## src/rtl/turbo_enc_pkg.sv

```systemverilog
// Shared types and constants for the parametrised turbo encoder: FSM states,
// rate encodings, termination length and the row/column interleaver map.
package turbo_enc_pkg;

  typedef enum logic [1:0] {
    LOAD  = 2'd0,
    ENC   = 2'd1,
    TAIL1 = 2'd2,
    TAIL2 = 2'd3
  } state_e;

  localparam logic RATE_1_3   = 1'b0;
  localparam logic RATE_1_2   = 1'b1;
  localparam int   TAIL_STEPS = 2;
  localparam int   MEM        = 2;

  // Written row-wise, read column-wise: step j fetches buffer index pi(j).
  function automatic int pi_index(input int j, input int rows, input int cols);
    return (j % rows) * cols + (j / rows);
  endfunction

endpackage

```

## src/rtl/turbo_enc_param_rsc_unit.sv

```systemverilog
// Recursive systematic convolutional encoder, octal (7,5), memory 2.
// With tail=1 the input is forced to s1^s2 so the recursion feeds back zero.
module rsc_unit (
  input  logic clk,
  input  logic rst,
  input  logic init,
  input  logic step_en,
  input  logic tail,
  input  logic u,
  output logic p,
  output logic u_eff
);

  logic s1_q, s2_q;
  logic a;

  assign u_eff = tail ? (s1_q ^ s2_q) : u;
  assign a     = u_eff ^ s1_q ^ s2_q;
  assign p     = a ^ s2_q;

  always_ff @(posedge clk or posedge rst) begin
    if (rst) begin
      s1_q <= 1'b0;
      s2_q <= 1'b0;
    end else if (init) begin
      s1_q <= 1'b0;
      s2_q <= 1'b0;
    end else if (step_en) begin
      s1_q <= a;
      s2_q <= s1_q;
    end
  end

endmodule

```

## src/rtl/turbo_enc_param.sv

```systemverilog
// Parametrised block turbo encoder (two RSC 7/5 encoders, row/column interleaver,
// rate 1/3 or 1/2 puncturing, trellis termination). TURBO_ENC_PINGPONG_EN adds a second frame bank.
module turbo_enc_param
  import turbo_enc_pkg::*;
#(
  parameter int K    = 16,
  parameter int ROWS = 4
) (
  input  logic clk,
  input  logic rst,
  input  logic rate_sel,
  input  logic in_bit,
  input  logic in_valid,
  output logic in_ready,
  output logic out_bit,
  output logic out_valid,
  input  logic out_ready,
  output logic out_last,
  output logic busy
);

  localparam int COLS = K / ROWS;
  localparam int SW   = $clog2(K);

  state_e        state_q, state_d;
  logic [SW-1:0] step_q, step_d;
  logic [1:0]    sub_q, sub_d;
  logic [SW-1:0] ld_cnt_q, ld_cnt_d;
  logic          ld_bank_q, ld_bank_d;
  logic          enc_bank_q, enc_bank_d;
  logic          pend_q, pend_d;
  logic [K-1:0]  frame_q [2];
  logic          rate_q  [2];

  logic          in_fire, out_fire, load_done, frame_end, enc_free, start;
  logic [K-1:0]  cur_frame;
  logic          cur_rate;
  logic [SW-1:0] pi_idx;
  logic          u1, u2, p1, p2, ue1, ue2;
  logic          step_en1, step_en2, tail1, tail2, rsc_init;
  logic          step_last;

`ifdef TURBO_ENC_PINGPONG_EN
  localparam logic PP = 1'b1;
  assign in_ready = ~pend_q;
`else
  localparam logic PP = 1'b0;
  assign in_ready = (state_q == LOAD);
`endif

  assign cur_frame = frame_q[enc_bank_q];
  assign cur_rate  = rate_q[enc_bank_q];
  assign pi_idx    = SW'(pi_index(32'(step_q), ROWS, COLS));
  assign u1        = cur_frame[step_q];
  assign u2        = cur_frame[pi_idx];

  assign out_valid = (state_q != LOAD);
  assign out_last  = (state_q == TAIL2) && (step_q == SW'(TAIL_STEPS - 1)) && (sub_q == 2'd1);
  assign in_fire   = in_valid && in_ready;
  assign out_fire  = out_valid && out_ready;
  assign load_done = in_fire && (ld_cnt_q == SW'(K - 1));
  assign frame_end = out_fire && out_last;
  assign enc_free  = (state_q == LOAD) || frame_end;
  assign start     = enc_free && (pend_q || load_done);
  assign busy      = (state_q != LOAD) || (ld_cnt_q != '0) || pend_q;

  rsc_unit u_rsc1 (
    .clk     (clk),
    .rst     (rst),
    .init    (rsc_init),
    .step_en (step_en1),
    .tail    (tail1),
    .u       (u1),
    .p       (p1),
    .u_eff   (ue1)
  );

  rsc_unit u_rsc2 (
    .clk     (clk),
    .rst     (rst),
    .init    (rsc_init),
    .step_en (step_en2),
    .tail    (tail2),
    .u       (u2),
    .p       (p2),
    .u_eff   (ue2)
  );

  always_ff @(posedge clk or posedge rst) begin
    if (rst) begin
      state_q    <= LOAD;
      step_q     <= '0;
      sub_q      <= '0;
      ld_cnt_q   <= '0;
      ld_bank_q  <= 1'b0;
      enc_bank_q <= 1'b0;
      pend_q     <= 1'b0;
      for (int b = 0; b < 2; b++) begin
        frame_q[b] <= '0;
        rate_q[b]  <= RATE_1_3;
      end
    end else begin
      state_q    <= state_d;
      step_q     <= step_d;
      sub_q      <= sub_d;
      ld_cnt_q   <= ld_cnt_d;
      ld_bank_q  <= ld_bank_d;
      enc_bank_q <= enc_bank_d;
      pend_q     <= pend_d;
      if (in_fire) begin
        frame_q[ld_bank_q][ld_cnt_q] <= in_bit;
        if (ld_cnt_q == '0) rate_q[ld_bank_q] <= rate_sel;
      end
    end
  end

  always_comb begin
    state_d    = state_q;
    step_d     = step_q;
    sub_d      = sub_q;
    ld_cnt_d   = ld_cnt_q;
    ld_bank_d  = ld_bank_q;
    enc_bank_d = enc_bank_q;
    pend_d     = pend_q;
    out_bit    = 1'b0;
    step_en1   = 1'b0;
    step_en2   = 1'b0;
    tail1      = 1'b0;
    tail2      = 1'b0;
    rsc_init   = 1'b0;
    step_last  = 1'b0;

    case (state_q)
      ENC: begin
        case (sub_q)
          2'd0:    out_bit = u1;
          2'd1:    out_bit = (cur_rate == RATE_1_2 && step_q[0]) ? p2 : p1;
          default: out_bit = p2;
        endcase
        step_last = (cur_rate == RATE_1_3) ? (sub_q == 2'd2) : (sub_q == 2'd1);
        if (out_fire) begin
          if (step_last) begin
            step_en1 = 1'b1;
            step_en2 = 1'b1;
            sub_d    = '0;
            if (step_q == SW'(K - 1)) begin
              state_d = TAIL1;
              step_d  = '0;
            end else begin
              step_d = step_q + SW'(1);
            end
          end else begin
            sub_d = sub_q + 2'd1;
          end
        end
      end
      TAIL1: begin
        tail1   = 1'b1;
        out_bit = (sub_q == 2'd0) ? ue1 : p1;
        if (out_fire) begin
          if (sub_q == 2'd1) begin
            step_en1 = 1'b1;
            sub_d    = '0;
            if (step_q == SW'(TAIL_STEPS - 1)) begin
              state_d = TAIL2;
              step_d  = '0;
            end else begin
              step_d = step_q + SW'(1);
            end
          end else begin
            sub_d = 2'd1;
          end
        end
      end
      TAIL2: begin
        tail2   = 1'b1;
        out_bit = (sub_q == 2'd0) ? ue2 : p2;
        if (out_fire) begin
          if (sub_q == 2'd1) begin
            step_en2 = 1'b1;
            sub_d    = '0;
            if (out_last) begin
              state_d  = LOAD;
              step_d   = '0;
              rsc_init = 1'b1;
            end else begin
              step_d = step_q + SW'(1);
            end
          end else begin
            sub_d = 2'd1;
          end
        end
      end
      default: ;
    endcase

    if (in_fire) begin
      if (ld_cnt_q == SW'(K - 1)) begin
        ld_cnt_d  = '0;
        ld_bank_d = ld_bank_q ^ PP;
      end else begin
        ld_cnt_d = ld_cnt_q + SW'(1);
      end
    end

    // A full bank waits in pend_q until the encoder frees up at out_last.
    if (start) begin
      state_d    = ENC;
      enc_bank_d = pend_q ? (enc_bank_q ^ PP) : ld_bank_q;
      pend_d     = 1'b0;
    end else if (load_done) begin
      pend_d = 1'b1;
    end
  end

endmodule
```

## config.mk

```make
export PLATFORM = sky130hd
export DESIGN_NAME = turbo_enc_param
export DESIGN_NICKNAME = d
export VERILOG_FILES = /design/src/rtl/turbo_enc_pkg.sv /design/src/rtl/turbo_enc_param_rsc_unit.sv /design/src/rtl/turbo_enc_param.sv
export SDC_FILE = /design/constraint.sdc
export NUM_CORES = 1
export LEC_CHECK = 0
export ABC_AREA = 1
export CORE_MARGIN = 4
export CORE_UTILIZATION = 50
export CTS_CLUSTER_DIAMETER = 60
export CTS_CLUSTER_SIZE = 14
export DETAILED_ROUTE_END_ITERATION = 10
export PLACE_DENSITY_LB_ADDON = 0.25
export SYNTH_ARGS = -nofsm -noshare
export SYNTH_HDL_FRONTEND = slang
export SYNTH_SLANG_ARGS = --single-unit
```

## constraint.sdc

```tcl
create_clock -name clk -period 2.7 [get_ports clk]
set_input_delay 0.27 -clock clk [delete_from_list [all_inputs] [get_ports clk]]
set_output_delay 0.27 -clock clk [all_outputs]
set_load 0.01 [all_outputs]
```

==> results_dict.tcl <==
set metrics [dict create \
    outcome "finished clean" \
    max_slew_margin_pct 60.5 \
    n_antenna_cell 0 \
    synth-simple-area-share_pct 30.8 \
    ys_seq_elements 34 \
    synth_cells 347 \
    grt_pass1_wl_um 10000 \
    grt.overflow.total 0 \
    dieWidth_um 77.6 \
    hold-worst-slack_ns 0.385 \
    synth_top_area_share_pct 35.1 \
    syn_nets 366 \
    io_pins 11 \
    cp_max_fo 8 \
    grt_max_degree 35 \
    cpLargestDelayFamily "buffers and inverters" \
    crit_path_start_kind "flip-flop" \
    row_count 25 \
    dr.pass1.iters 4 \
    critPathKind "flip-flop to output pin" \
    synth-compound-area-share_pct 15.2 \
    vias 2328 \
    drc_errors 0 \
    cts_root_buf "clkbuf_8" \
    hpwl_um 4210 \
    setup-tns-final_ns 0 \
    numCtsBuffers 5 \
    finalNetCount 388 \
    synth_xor_xnor_area_share_pct 0.723 \
    area_growth_pct 14.1 \
    max_freq_ghz 0.413 \
    drive_gt1_share_pct 13.3 \
    yosysSeqAreaShare_pct 35.1 \
    critPathSlowestCell "clkdlybuf4s50_1" \
    synth_edf_count 0 \
    routed_wl_um 5760 \
    yosysUniqueCellTypes 32 \
    dr.first_iter.drc_count 151 \
    initial_core_util_pct 51.3 \
    final_common_cell "nand2_1" \
    powerDensity_mw_per_mm2 1310 \
    rsz0062_at_grt "no" \
    fin_crit_sh_pct 89.8 \
    wl_per_cell_um 13.2 \
    die_area_mm2 0.00602 \
    core-area_mm2 0.00472 \
    drv_cap 0 \
    synthAdderAreaFrac_pct 6.71 \
    vias_per_cell 5.34 \
    synth_mux_area_share_pct 0 \
    antenna_found_initial 0 \
    postSynthAreaPerCell_um2 6.98 \
    layout_min_cycle_time_ns 2.42 \
    final_cell_mix "87 x nand2_1, 53 x inv_1, 35 x nand3_1" \
    die_y_um 77.6 \
    async_flop_share_pct 100 \
    place.gp.congestion 0.909 \
    grt_pass1_vias 2198 \
    finalSetupViolCount 0 \
    ant_nets 0 \
    p_leak_nw 1.42 \
    numPortBuffers 10 \
    cts_tree "built" \
    ctsHtreeMaxLevel 2 \
    hold_viol_final 0 \
    vdd_ir_drop_max_mv 0.753 \
    hold_path.class "input port to async pin" \
    yosys_warnings 0 \
    endpoint_kind "output pin" \
    cp_num_buf_inv 3 \
    clock-sinks 34 \
    worstSkewPairLatency_ns 0.29 \
    ctsLongestPathBuffers 2 \
    synth_area_mm2 0.00242 \
    clk_pin_slew_ns 0.07 \
    worst_slew_pin_slew_ns 0.591 \
    final-max-slew-violation-count 0 \
    cts_hold_buf 0 \
    synth-main-ff-cell "dfrtp_1" \
    synth_top_family_by_area "simple AND/OR/NAND/NOR gates" \
    arrival_ns 2.15 \
    required_ns 2.43 \
    slowest_delay_ns 0.57 \
    crit_path_cell_trace "buf_4 > ha_1 > nand2_1 > nor2_1 > inv_1 > nor3_2 > clkdlybuf4s50_1" \
    synth_area_leaders "dfrtp_1 35%, nand2_1 14%, inv_1 8.4%" \
    synth_top_area_cell "dfrtp_1" \
    gr-usage-all-layers_pct 20.5 \
    skew_ns 0.00679 \
]
[what timing repair did]
item / in CTS / in global routing
resized for setup: 5 / 4
endpoints found under the setup margin: 1 / 1
buffers inserted: 1 / 2
[layout make-up]
cell class                 count  area (um^2)
tap                           67         83.8
clock buffer                   6         82.6
clock inverter                 1         30.0
multi-input combinational    245         1300
inverter                      62          235
timing repair buffer          21          178
fill                         439         1960
sequential                    34          853
[metrics by stage]
step	power, mW	area (um^2)	util (%)	setup WS (ns)	instances
floorplan	2.56	2420	-	0.819	347
finish	3.63	2760	58.5	0.276	436
detailed placement	3.08	2620	55.5	0.157	426
global placement	3.04	2620	55.5	0.215	426
global route	3.99	2760	58.5	0.102	436
CTS	3.59	2750	58.2	0.202	434
[worst register-to-register path: stages, from the launching register on]
cell,delay [ns]
dfrtp_1,0.43
inv_1,0.10
ha_1,0.34
inv_1,0.12
nand2_1,0.13
inv_1,0.09
nand2_1,0.16
clkinv_1,0.15
o21ai_1,0.24
nand2_1,0.10
a21oi_1,0.15
[worst paths after layout]
path	slack, ns	cells after the start	end	start
min reg2reg	0.53	2	frame_q[16]	frame_q[16]
max	0.28	7	out_last	step_q[0]
max in group asynchronous	1.98	3	step_q[1]	rst
min in group clk	0.53	2	frame_q[16]	frame_q[16]
max reg2reg	0.61	10	state_q[1]	state_q[1]
min	0.39	3	ld_cnt_q[1]	rst
[cells in the mapped netlist, types with 2 or more instances]
master and n:
inv_1 54, nand2_1 88, o21ai_1 2, nor2_1 23, xor2_1 2, clkinv_1 2
nand3_1 35, ha_1 13, nor2_2 2, o211ai_1 2, inv_2 6, nand2_2 6
dfrtp_1 34, o21ai_0 16, nand3_2 5, buf_4 3, nor3_1 4, a31oi_1 16
a21oi_2 2, a21oi_1 19, nand4_1 2
[report_power, final]
| group | internal (mW) | switching (mW) | total [mW] |
|---|---|---|---|
| sequential | 0.751 | 0.255 | 1.01 |
| clock | 0.295 | 0.186 | 0.481 |
| combinational | 0.795 | 1.35 | 2.14 |
[per-layer routing]
metal / up-vias / part of all wire [%] / GRT usage, %
met4: 0 / 1.5 / 6.58
met1: 1087 / 45 / 26.8
li1: 1167 / - / -
met3: 10 / 5.4 / 3.83
met5: - / 0 / 0
met2: 64 / 48 / 34.2
[sequential cells by signal (all words and copies together) (netlist names), 2 cells and up]
name / cells
frame_q: 16
step_q: 4
ld_cnt_q: 4
sub_q: 2
state_q: 2
[logic make-up (layout without fill, tap and decap cells)]
| group | count (synthesis) | count (layout) |
|---|---|---|
| simple gates | 168 | 168 |
| xor+xnor | 2 | 2 |
| flops | 34 | 34 |
| compound gates | 62 | 62 |
| fa+ha+maj | 13 | 13 |
| buf+inv | 68 | 90 |
(Power assumes the default switching activity.)
